### config.mk
export PLATFORM = sky130hd
export DESIGN_NAME = stack_mc_controller_p_flat
export DESIGN_NICKNAME = d
export VERILOG_FILES = /design/src/rtl/stack_mc_if.sv /design/src/rtl/stack_mc_controller_p.sv /design/src/flat_wrapper.sv
export SDC_FILE = /design/constraint.sdc
export NUM_CORES = 1
export LEC_CHECK = 0
export ABC_CLOCK_PERIOD_IN_PS = 3310
export CAP_MARGIN = 20
export CORE_UTILIZATION = 49
export CTS_BUF_LIST = sky130_fd_sc_hd__clkbuf_16
export DETAILED_ROUTE_END_ITERATION = 7
export PLACE_DENSITY = 0.81
export SLEW_MARGIN = 20
export SYNTH_ARGS = -nofsm -noshare
export SYNTH_HDL_FRONTEND = slang
export SYNTH_SLANG_ARGS = --single-unit
### constraint.sdc
create_clock -name clk -period 3.31 [get_ports clk]
set_clock_uncertainty 0.2 [all_clocks]
set_input_delay 0.4965 -clock clk [delete_from_list [all_inputs] [get_ports clk]]
set_output_delay 0.4965 -clock clk [all_outputs]
set_load 0.05 [all_outputs]
### src/rtl/stack_mc_if.sv
// stack_mc_if: controller bus (Opcode/mem_ready in; datapath strobes, ALUOperation, depth, halted, trap, trap_cause out)
interface stack_mc_if #(parameter int DW = 5);
  logic [3:0] Opcode;
  logic mem_ready;
  logic IorD, MtoS, srcA, srcB, PCwrite, PCwritecond, PCsrc, IRwrite;
  logic MemRead, MemWrite, ldA, ldB, push, pop, tos;
  logic [2:0] ALUOperation;
  logic [DW-1:0] depth;
  logic halted, trap;
  logic [1:0] trap_cause;
  modport master (
    input Opcode, mem_ready,
    output IorD, MtoS, srcA, srcB, PCwrite, PCwritecond, PCsrc, IRwrite,
    output MemRead, MemWrite, ldA, ldB, push, pop, tos,
    output ALUOperation, depth, halted, trap, trap_cause
  );
  modport slave (
    output Opcode, mem_ready,
    input IorD, MtoS, srcA, srcB, PCwrite, PCwritecond, PCsrc, IRwrite,
    input MemRead, MemWrite, ldA, ldB, push, pop, tos,
    input ALUOperation, depth, halted, trap, trap_cause
  );
endinterface

### src/rtl/stack_mc_controller_p.sv
// stack_mc_controller_p: multi-cycle stack CPU controller with depth tracking and traps; ports clk, rst, ctl (stack_mc_if.master)
module stack_mc_controller_p #(
  parameter int DEPTH = 16,
  parameter int DW = $clog2(DEPTH + 1)
) (
  input logic clk,
  input logic rst,
  stack_mc_if.master ctl
);
  localparam logic [3:0] OP_ADD = 4'd0, OP_SUB = 4'd1, OP_AND = 4'd2, OP_NOT = 4'd3,
                         OP_PUSH = 4'd4, OP_POP = 4'd5, OP_JMP = 4'd6, OP_JZ = 4'd7,
                         OP_OR = 4'd8, OP_DUP = 4'd9, OP_HALT = 4'd10;
  typedef enum logic [4:0] {
    S_IF, S_DEC, S_JUMP, S_JUMPZ, S_PUSH1, S_PUSH2, S_POP1, S_POP2, S_POP3,
    S_R0, S_R1, S_R2, S_RNOT, S_REND, S_DUPA, S_DUP1, S_DUP2, S_HALT, S_TRAP
  } state_t;
  state_t state_q, state_d;
  logic [DW-1:0] depth_q, depth_d;
  logic [1:0] cause_q, cause_d;
  logic [3:0] op;
  logic mr, is_bin, need1, illegal, under, over;
  logic [1:0] fault;
  assign op = ctl.Opcode;
  assign mr = ctl.mem_ready;
  assign is_bin = op inside {OP_ADD, OP_SUB, OP_AND, OP_OR};
  assign need1 = op inside {OP_NOT, OP_POP, OP_DUP, OP_JMP, OP_JZ};
  assign illegal = op > OP_HALT;
  assign under = is_bin ? depth_q < DW'(2) : need1 && depth_q == '0;
  assign over = (op == OP_PUSH || op == OP_DUP) && depth_q == DW'(DEPTH);
  assign fault = illegal ? 2'b11 : under ? 2'b01 : over ? 2'b10 : 2'b00;
  always_comb begin
    state_d = state_q;
    cause_d = cause_q;
    case (state_q)
      S_IF: state_d = mr ? S_DEC : S_IF;
      S_DEC: begin
        state_d = fault != 2'b00 ? S_TRAP :
                  op == OP_JMP ? S_JUMP :
                  op == OP_JZ ? S_JUMPZ :
                  op == OP_PUSH ? S_PUSH1 :
                  op == OP_HALT ? S_HALT : S_POP1;
        cause_d = fault != 2'b00 ? fault : cause_q;
      end
      S_JUMP, S_JUMPZ, S_PUSH2, S_REND, S_DUP2: state_d = S_IF;
      S_PUSH1: state_d = mr ? S_PUSH2 : S_PUSH1;
      S_POP1: state_d = S_POP2;
      S_POP2: state_d = op == OP_POP ? S_POP3 : op == OP_NOT ? S_RNOT : op == OP_DUP ? S_DUPA : S_R0;
      S_POP3: state_d = mr ? S_IF : S_POP3;
      S_R0: state_d = S_R1;
      S_R1: state_d = S_R2;
      S_R2, S_RNOT: state_d = S_REND;
      S_DUPA: state_d = S_DUP1;
      S_DUP1: state_d = S_DUP2;
      default: state_d = state_q;
    endcase
  end
  always_comb begin
    ctl.IorD = 1'b0;
    ctl.MtoS = 1'b0;
    ctl.srcA = 1'b0;
    ctl.srcB = 1'b0;
    ctl.PCwrite = 1'b0;
    ctl.PCwritecond = 1'b0;
    ctl.PCsrc = 1'b0;
    ctl.IRwrite = 1'b0;
    ctl.MemRead = 1'b0;
    ctl.MemWrite = 1'b0;
    ctl.ldA = 1'b0;
    ctl.ldB = 1'b0;
    ctl.push = 1'b0;
    ctl.pop = 1'b0;
    ctl.tos = 1'b0;
    ctl.ALUOperation = 3'b000;
    case (state_q)
      S_IF: begin
        ctl.srcA = 1'b1;
        ctl.srcB = 1'b1;
        ctl.ALUOperation = 3'b010;
        ctl.MemRead = 1'b1;
        ctl.PCwrite = mr;
        ctl.IRwrite = mr;
      end
      S_DEC: ctl.tos = 1'b1;
      S_JUMP: begin
        ctl.PCsrc = 1'b1;
        ctl.PCwrite = 1'b1;
      end
      S_JUMPZ: begin
        ctl.PCsrc = 1'b1;
        ctl.PCwritecond = 1'b1;
      end
      S_PUSH1: begin
        ctl.IorD = 1'b1;
        ctl.MemRead = 1'b1;
      end
      S_PUSH2: begin
        ctl.MtoS = 1'b1;
        ctl.push = 1'b1;
      end
      S_POP1, S_R0: ctl.pop = 1'b1;
      S_POP2: ctl.ldA = 1'b1;
      S_POP3: begin
        ctl.IorD = 1'b1;
        ctl.MemWrite = 1'b1;
      end
      S_R1: ctl.ldB = 1'b1;
      S_R2: ctl.ALUOperation = op == OP_SUB ? 3'b011 : op == OP_AND ? 3'b000 : op == OP_OR ? 3'b100 : 3'b010;
      S_RNOT: ctl.ALUOperation = 3'b001;
      S_REND: ctl.push = 1'b1;
      S_DUPA: ctl.ALUOperation = 3'b101;
      S_DUP1, S_DUP2: begin
        ctl.ALUOperation = 3'b101;
        ctl.push = 1'b1;
      end
      default: ctl.tos = 1'b0;
    endcase
  end
  assign depth_d = ctl.push ? depth_q + DW'(1) : ctl.pop ? depth_q - DW'(1) : depth_q;
  assign ctl.depth = depth_q;
  assign ctl.halted = state_q == S_HALT;
  assign ctl.trap = state_q == S_TRAP;
  assign ctl.trap_cause = cause_q;
  always_ff @(posedge clk) begin
    if (rst) begin
      state_q <= S_IF;
      depth_q <= '0;
      cause_q <= 2'b00;
    end else begin
      state_q <= state_d;
      depth_q <= depth_d;
      cause_q <= cause_d;
    end
  end
endmodule

### src/flat_wrapper.sv
// flat-port wrapper written by rule: the top's interface ports become plain ports
module stack_mc_controller_p_flat 
#(
  parameter int DEPTH = 16,
  parameter int DW = $clog2(DEPTH + 1)
)
  (clk, rst, ctl_Opcode, ctl_mem_ready, ctl_IorD, ctl_MtoS, ctl_srcA, ctl_srcB, ctl_PCwrite, ctl_PCwritecond, ctl_PCsrc, ctl_IRwrite, ctl_MemRead, ctl_MemWrite, ctl_ldA, ctl_ldB, ctl_push, ctl_pop, ctl_tos, ctl_ALUOperation, ctl_depth, ctl_halted, ctl_trap, ctl_trap_cause);
  stack_mc_if #(.DW(DW)) ctl_i ();
  input logic clk;
  input logic rst;
  input wire logic [$bits(ctl_i.Opcode)-1:0] ctl_Opcode;
  input wire logic [$bits(ctl_i.mem_ready)-1:0] ctl_mem_ready;
  output wire logic [$bits(ctl_i.IorD)-1:0] ctl_IorD;
  output wire logic [$bits(ctl_i.MtoS)-1:0] ctl_MtoS;
  output wire logic [$bits(ctl_i.srcA)-1:0] ctl_srcA;
  output wire logic [$bits(ctl_i.srcB)-1:0] ctl_srcB;
  output wire logic [$bits(ctl_i.PCwrite)-1:0] ctl_PCwrite;
  output wire logic [$bits(ctl_i.PCwritecond)-1:0] ctl_PCwritecond;
  output wire logic [$bits(ctl_i.PCsrc)-1:0] ctl_PCsrc;
  output wire logic [$bits(ctl_i.IRwrite)-1:0] ctl_IRwrite;
  output wire logic [$bits(ctl_i.MemRead)-1:0] ctl_MemRead;
  output wire logic [$bits(ctl_i.MemWrite)-1:0] ctl_MemWrite;
  output wire logic [$bits(ctl_i.ldA)-1:0] ctl_ldA;
  output wire logic [$bits(ctl_i.ldB)-1:0] ctl_ldB;
  output wire logic [$bits(ctl_i.push)-1:0] ctl_push;
  output wire logic [$bits(ctl_i.pop)-1:0] ctl_pop;
  output wire logic [$bits(ctl_i.tos)-1:0] ctl_tos;
  output wire logic [$bits(ctl_i.ALUOperation)-1:0] ctl_ALUOperation;
  output wire logic [$bits(ctl_i.depth)-1:0] ctl_depth;
  output wire logic [$bits(ctl_i.halted)-1:0] ctl_halted;
  output wire logic [$bits(ctl_i.trap)-1:0] ctl_trap;
  output wire logic [$bits(ctl_i.trap_cause)-1:0] ctl_trap_cause;
  assign ctl_i.Opcode = ctl_Opcode;
  assign ctl_i.mem_ready = ctl_mem_ready;
  assign ctl_IorD = ctl_i.IorD;
  assign ctl_MtoS = ctl_i.MtoS;
  assign ctl_srcA = ctl_i.srcA;
  assign ctl_srcB = ctl_i.srcB;
  assign ctl_PCwrite = ctl_i.PCwrite;
  assign ctl_PCwritecond = ctl_i.PCwritecond;
  assign ctl_PCsrc = ctl_i.PCsrc;
  assign ctl_IRwrite = ctl_i.IRwrite;
  assign ctl_MemRead = ctl_i.MemRead;
  assign ctl_MemWrite = ctl_i.MemWrite;
  assign ctl_ldA = ctl_i.ldA;
  assign ctl_ldB = ctl_i.ldB;
  assign ctl_push = ctl_i.push;
  assign ctl_pop = ctl_i.pop;
  assign ctl_tos = ctl_i.tos;
  assign ctl_ALUOperation = ctl_i.ALUOperation;
  assign ctl_depth = ctl_i.depth;
  assign ctl_halted = ctl_i.halted;
  assign ctl_trap = ctl_i.trap;
  assign ctl_trap_cause = ctl_i.trap_cause;
  stack_mc_controller_p #(.DEPTH(DEPTH), .DW(DW)) u_core (.clk(clk), .rst(rst), .ctl(ctl_i));
endmodule
==> flow_metrics.tcl, run 1 <==
set metrics [dict create \
    start_util 0.523 \
    synth-async-reset-ratio 0 \
    rows 18 \
    fp.dieW_um 53.7 \
    syn-num-nets 191 \
    wl_per_cell_um 15.9 \
    crit_fanout 8 \
    status "finished clean" \
    arrival_ns 2.46 \
    clkLatencyLatePin_ns 0.24 \
    report.final.setup_viol 0 \
    r2r_end "u_core.ctl.depth[4]" \
    cts_tree "done" \
    n_antenna_cell 0 \
    rsz0062_at_grt "false" \
    critPathTopFamily "buffers and inverters" \
    yosysMostFrequentCell "nor2_1" \
    syn_area_per_cell_um2 7.26 \
    dieArea_um2 2880 \
    fin_util 0.703 \
    hp-class "register to register" \
    reg2reg_depth 10 \
    clk_pin_slew_ns 0.04 \
    path_cells "buf_4, or3_1, nor3_1, clkdlybuf4s50_1" \
    cts_buffers 3 \
    final_nets 220 \
    ff2ff_setup_slack_ns 0.29 \
    yosysTopAreaCell "dfxtp_1" \
    drc 0 \
    grt_pass1_vias 1289 \
    cts-htree-levels 1 \
    place_congestion 1.01 \
    synth-edff-count 0 \
    drive_gt1_frac 0.0962 \
    dieHeight_um 53.7 \
    gr-usage-all-layers 0.282 \
    min_path_cells 2 \
    crit_type "register to primary output" \
    hold_violations 0 \
    syn_to_final_growth_pct 34.4 \
    grt_max_degree 15 \
    ios 34 \
    synth.area.top_cells "dfxtp_1, nor2_1, o21ai_0, nor3_1, a21oi_1" \
    yosysWarnings 0 \
    slowest_delay_ns 0.86 \
    num_vias 1499 \
    syn_area_um2 1310 \
    crit_start "u_core.state_q[2]" \
    post-dp-hpwl_um 2780 \
    crit_buf_inv 2 \
    p_leak_nw 0.619 \
    required_ns 2.61 \
    dp_cells 234 \
    cts_resized 0 \
    whs_ns 0.253 \
    seqPwrFrac 0.139 \
    comb_power_share 0.741 \
    cts_root_buf "clkbuf_16" \
    nFillCells 202 \
    end_kind "primary output" \
    hp-start "u_core.ctl.trap_cause[0]" \
    cts_setup_buffers 0 \
    ctsHoldBuffers 0 \
    grt_pass1_wl_um 5990 \
    max-cap-violations 0 \
    p_sw_frac 0.539 \
    synth_top_area_share 0.184 \
    post_drt_via_cell_ratio 6.30 \
    fmax_mhz 317 \
    setup_tns_ns 0 \
    drt_wl_total_um 3790 \
    drtIter0Drc 52 \
    worst_slew_pin_slew_ns 0.630 \
    synth-seq-cells 12 \
    p_sw_w 0.000983 \
    antenna_left 0 \
    finalCritPeriodShare 0.954 \
    ys_types 53 \
    syn_inst 180 \
    cellInternalPower_w 0.000842 \
    synthTopCellsByCount "nor2_1, o21ai_0, dfxtp_1" \
    slew_viol_final 0 \
    max_slew_margin 0.576 \
    clkPwrFrac 0.120 \
    ys_seq_area_frac 0.184 \
    p_per_area_nw_per_um2 1040 \
    r2r-start "u_core.state_q[3]" \
    start_kind "register" \
    holdPathEnd "u_core.ctl.trap_cause[0]" \
    io_buffers 33 \
    antenna_found_initial 0 \
    worst_path_max_delay_cell "clkdlybuf4s50_1" \
    firstDrtPassIters 4 \
    ir_drop_mv 1.14 \
    grt_overflow 0 \
    stdcell_count 238 \
    synth-main-ff-cell "dfxtp_1" \
    clk_path_buf_depth 2 \
    layout_min_cycle_time_ns 3.16 \
    coreArea_um2 2500 \
    cts.sinks 12 \
]
## routing by layer
metal | share of wire | wire (um) | vias up | track usage
met5 | 0 | 0 | - | 0
met1 | 0.42 | 1590 | 685 | 0.391
met3 | 0.081 | 307 | 6 | 0.0537
met4 | 0.011 | 40 | 0 | 0.0526
met2 | 0.49 | 1850 | 88 | 0.452
li1 | - | - | 720 | -
## cell usage in the layout, fill, tap and decap left out, types with 6 or more instances in the layout
cell,n
nand2_1,9
inv_1,6
a21oi_1,10
dfxtp_1,12
clkdlybuf4s50_1,30
nor2_1,20
nor2b_1,7
o21ai_0,12
nor3_1,11
buf_4,8
## logic make-up after synthesis
family / Yosys count / share of synthesized area
adders and majority gates: 5 / 0.0517
and+or+nand+nor: 78 / 0.341
DFF: 12 / 0.184
buffers and inverters: 23 / 0.0852
xor gates and xnor gates: 4 / 0.0268
muxes: 6 / 0.0478
AOI/OAI and AO/OA: 52 / 0.264
## layout make-up
type                    count  area, um2  area share
multi-input cells         145        957       0.545
repair buffers             41        420       0.239
flip-flops and latches     12        240       0.137
clock buffers               3       75.1      0.0427
well taps                  30       37.5      0.0214
inverters                   6       22.5      0.0128
clock inverters             1       3.75     0.00214
## worst reg2reg max path: stages (launching register included)
cell and delay, ns:
dfxtp_1 0.44, nor2_1 0.32, nand4_1 0.24, o21ai_1 0.25, inv_1 0.15, ha_1 0.37, nand2b_1 0.09, a21oi_1 0.22
mux2i_1 0.13, a22oi_1 0.16, mux2_2 0.35
## sequential cells by signal, summed over array words and instances, names as in the netlist
register	cells
u_core.ctl.depth	5
u_core.state_q	5
u_core.ctl.trap_cause	2
## worst max path at each step
stage,slack [ns],endpoint,cells after the start
after CTS,0.15,ctl_srcB,4
final,0.15,ctl_srcB,4
after floorplan,-0.05,u_core.ctl.depth[4],11
after global routing,0.04,ctl_srcB,4
after global placement,0.43,u_core.state_q[0],6
after detailed placement,0.38,ctl_ALUOperation[1],7
## power groups by stage
| stage | Sequential [W] | Clock [W] | Combinational, W |
|---|---|---|---|
| detailed placement | 0.000253 | 0 | 0.00133 |
| global placement | 0.000251 | 0 | 0.00130 |
| floorplan | 0.000307 | 0 | 0.000896 |
| CTS | 0.000251 | 0.000223 | 0.00134 |
| finish | 0.000254 | 0.000219 | 0.00135 |
| global route | 0.000260 | 0.000231 | 0.00142 |
## through the flow
stage / setup WS (ns) / area, um2 / total power, W
after global placement: 0.433 / 1680 / 0.00156
after global routing: 0.0396 / 1760 / 0.00191
final: 0.151 / 1760 / 0.00183
after CTS: 0.151 / 1760 / 0.00182
after detailed placement: 0.380 / 1680 / 0.00158
after floorplan: -0.0550 / 1310 / 0.00120
(Power assumes the default switching activity.)
==> run 2: changes to the inputs <==
- CAP_MARGIN: 20 -> 30
==> results of run 2 <==
Same layout as run 1: the final DEF is identical, and so are final timing and power.
==> run 3: changes to the inputs <==
- ABC_AREA: unset -> 1
- CORE_UTILIZATION: 49 -> 35
- PLACE_DENSITY: 0.81 -> 0.62
==> run 3 against run 2 <==
Die area increased by 30%. Sequential power is 9.8% lower. Highest routed layer unchanged. Sequential share of layout area increased by 0.72 points. Non-clock buffer count decreased by 8. Critical endpoint is now ctl_PCwrite. Largest cell class unchanged.
==> flow_metrics.tcl, run 3 <==
set metrics [dict create \
    reg2reg_depth 14 \
    ctsHoldBuffers 0 \
    cts_buffers 3 \
    synth-async-reset-ratio 0 \
    crit_type "register to primary output" \
    dieArea_um2 3760 \
    gr-usage-all-layers 0.192 \
    clkLatencyLatePin_ns 0.24 \
    syn_area_per_cell_um2 5.75 \
    fmax_mhz 343 \
    antenna_found_initial 0 \
    cts.sinks 12 \
    synthTopCellsByCount "nand2_1, nor2_1, inv_1" \
    start_util 0.366 \
    wl_met3_um 164 \
    wl_per_cell_um 11.0 \
    ys_types 32 \
    drt_wl_total_um 3240 \
    highest_layer "met4" \
    post-dp-hpwl_um 2630 \
    setup_tns_ns 0 \
    place_congestion 0.894 \
    synth.area.top_cells "dfxtp_1, nand2_1, nor2_1, inv_1, nand3_1" \
    syn_area_um2 1230 \
    antenna_left 0 \
    crit_fanout 8 \
    required_ns 2.61 \
    ys_seq_area_frac 0.195 \
    final_cell_mix "nand2_1, nor2_1, clkdlybuf4s50_1" \
    ios 34 \
    cts_resized 0 \
    cts_tree "done" \
    synth-main-ff-cell "dfxtp_1" \
    end_kind "primary output" \
    seqCellArea_um2 240 \
    final_common_cell "nand2_1" \
    min_path_cells 2 \
    worst_slew_pin_slew_ns 0.502 \
    hold_violations 0 \
    rsz0062_at_grt "false" \
    post_drt_via_cell_ratio 4.81 \
    syn_inst 214 \
    coreArea_um2 3360 \
    firstDrtPassIters 4 \
    ir_drop_mv 0.419 \
    grt_overflow 0 \
    drc 0 \
    wl_met2_um 1320 \
    final_nets 260 \
    fp.dieW_um 61.3 \
    syn-num-nets 225 \
    met1_length_um 1680 \
    grt_pass1_wl_um 5370 \
    yosysTopAreaCell "dfxtp_1" \
    clk_path_buf_depth 2 \
    grt_pass1_vias 1231 \
    cts_root_buf "clkbuf_16" \
    io_buffers 33 \
    multi_input_area_um2 831 \
    place_area_um2 1590 \
    start_kind "register" \
    cts-htree-levels 1 \
    finalCritPeriodShare 0.880 \
    clk_pin_slew_ns 0.04 \
    p_leak_nw 0.775 \
    layout_min_cycle_time_ns 2.91 \
    n_antenna_cell 0 \
    synth-edff-count 0 \
    max_slew_margin 0.664 \
    cts_setup_buffers 0 \
    report.final.setup_viol 0 \
    grt_max_degree 11 \
    num_vias 1413 \
    p_per_area_nw_per_um2 868 \
    stdcell_area_um2 1670 \
    drtIter0Drc 85 \
    syn_to_final_growth_pct 35.7 \
    nFillCells 383 \
    slew_viol_final 0 \
    synth_top_area_share 0.195 \
    drive_gt1_frac 0.125 \
    synth-seq-cells 12 \
    rows 21 \
    arrival_ns 2.22 \
    yosysMostFrequentCell "nand2_1" \
    status "finished clean" \
    yosysWarnings 0 \
    dieHeight_um 61.3 \
    max-cap-violations 0 \
    hp-class "register to register" \
]
[run 3: changes by cell type in the layout (fill, tap and decap cells not counted), sizes merged, moves of 5 or more]
cell | previous run | this run
buf | 11 | 3
a21oi | 10 | 15
nand2 | 9 | 48
nand2b | 6 | 0
nor2b | 7 | 0
nor2 | 21 | 48
inv | 6 | 36
nor3 | 11 | 1
nand3 | 3 | 16
[run 3: final timing paths]
path | slack (ns) | startpoint | to
worst max-delay path | 0.40 | u_core.state_q[2] | ctl_PCwrite
worst min-delay path | 0.27 | u_core.ctl.trap_cause[0] | u_core.ctl.trap_cause[0]
worst max register to register | 0.88 | u_core.state_q[0] | u_core.ctl.depth[4]
worst min register to register | 0.27 | u_core.ctl.trap_cause[0] | u_core.ctl.trap_cause[0]
[run 3: power by group]
part	total, W	switching, W	leakage [nW]	internal, W
combinational	0.000996	0.000679	0.639	0.000317
clock	0.000223	0.0000638	0.0385	0.000159
sequential	0.000229	0.0000488	0.0977	0.000180
total	0.00145	0.000791	0.775	0.000657
[run 3: metrics by stage]
| stage | power, W | utilization | cells | setup WS [ns] | hold slack (ns) |
|---|---|---|---|---|---|
| 2_1_floorplan | 0.000969 | - | 214 | 0.175 | 0.366 |
| 3_3_place_gp | 0.00123 | 0.473 | 290 | 0.645 | 0.260 |
| 3_5_place_dp | 0.00123 | 0.473 | 290 | 0.642 | 0.261 |
| 4_1_cts | 0.00145 | 0.496 | 294 | 0.390 | 0.271 |
| 5_1_grt | 0.00155 | 0.496 | 294 | 0.283 | 0.295 |
| 6_report | 0.00145 | 0.496 | 294 | 0.397 | 0.266 |
[run 3: kinds of logic after synthesis]
logic type	count (synthesis)	share of synthesized area
compound gates	40	0.187
xor+xnor	2	0.0142
fa+ha+maj	4	0.0468
buf+inv	40	0.129
flops	12	0.195
simple gates	116	0.427
[run 3: final cells by class]
class / instances / share of cell area
clock buffers: 3 / 0.0450
well taps: 46 / 0.0345
repair buffers: 33 / 0.193
multi-input cells: 162 / 0.498
flip-flops and latches: 12 / 0.144
inverters: 37 / 0.0832
clock inverters: 1 / 0.00225
[run 3: layer usage]
| metal | up-vias | global-route usage |
|---|---|---|
| met2 | 39 | 0.284 |
| met3 | 9 | 0.0294 |
| met1 | 611 | 0.271 |
| met5 | - | 0 |
| met4 | 0 | 0.0942 |
| li1 | 754 | - |
[run 3: critical path, stage by stage (launching register included)]
cell	delay, ns
dfxtp_1	0.39
nor2_2	0.17
nand2_1	0.18
nor2_1	0.20
inv_1	0.10
o22ai_1	0.11
clkdlybuf4s50_1	0.82
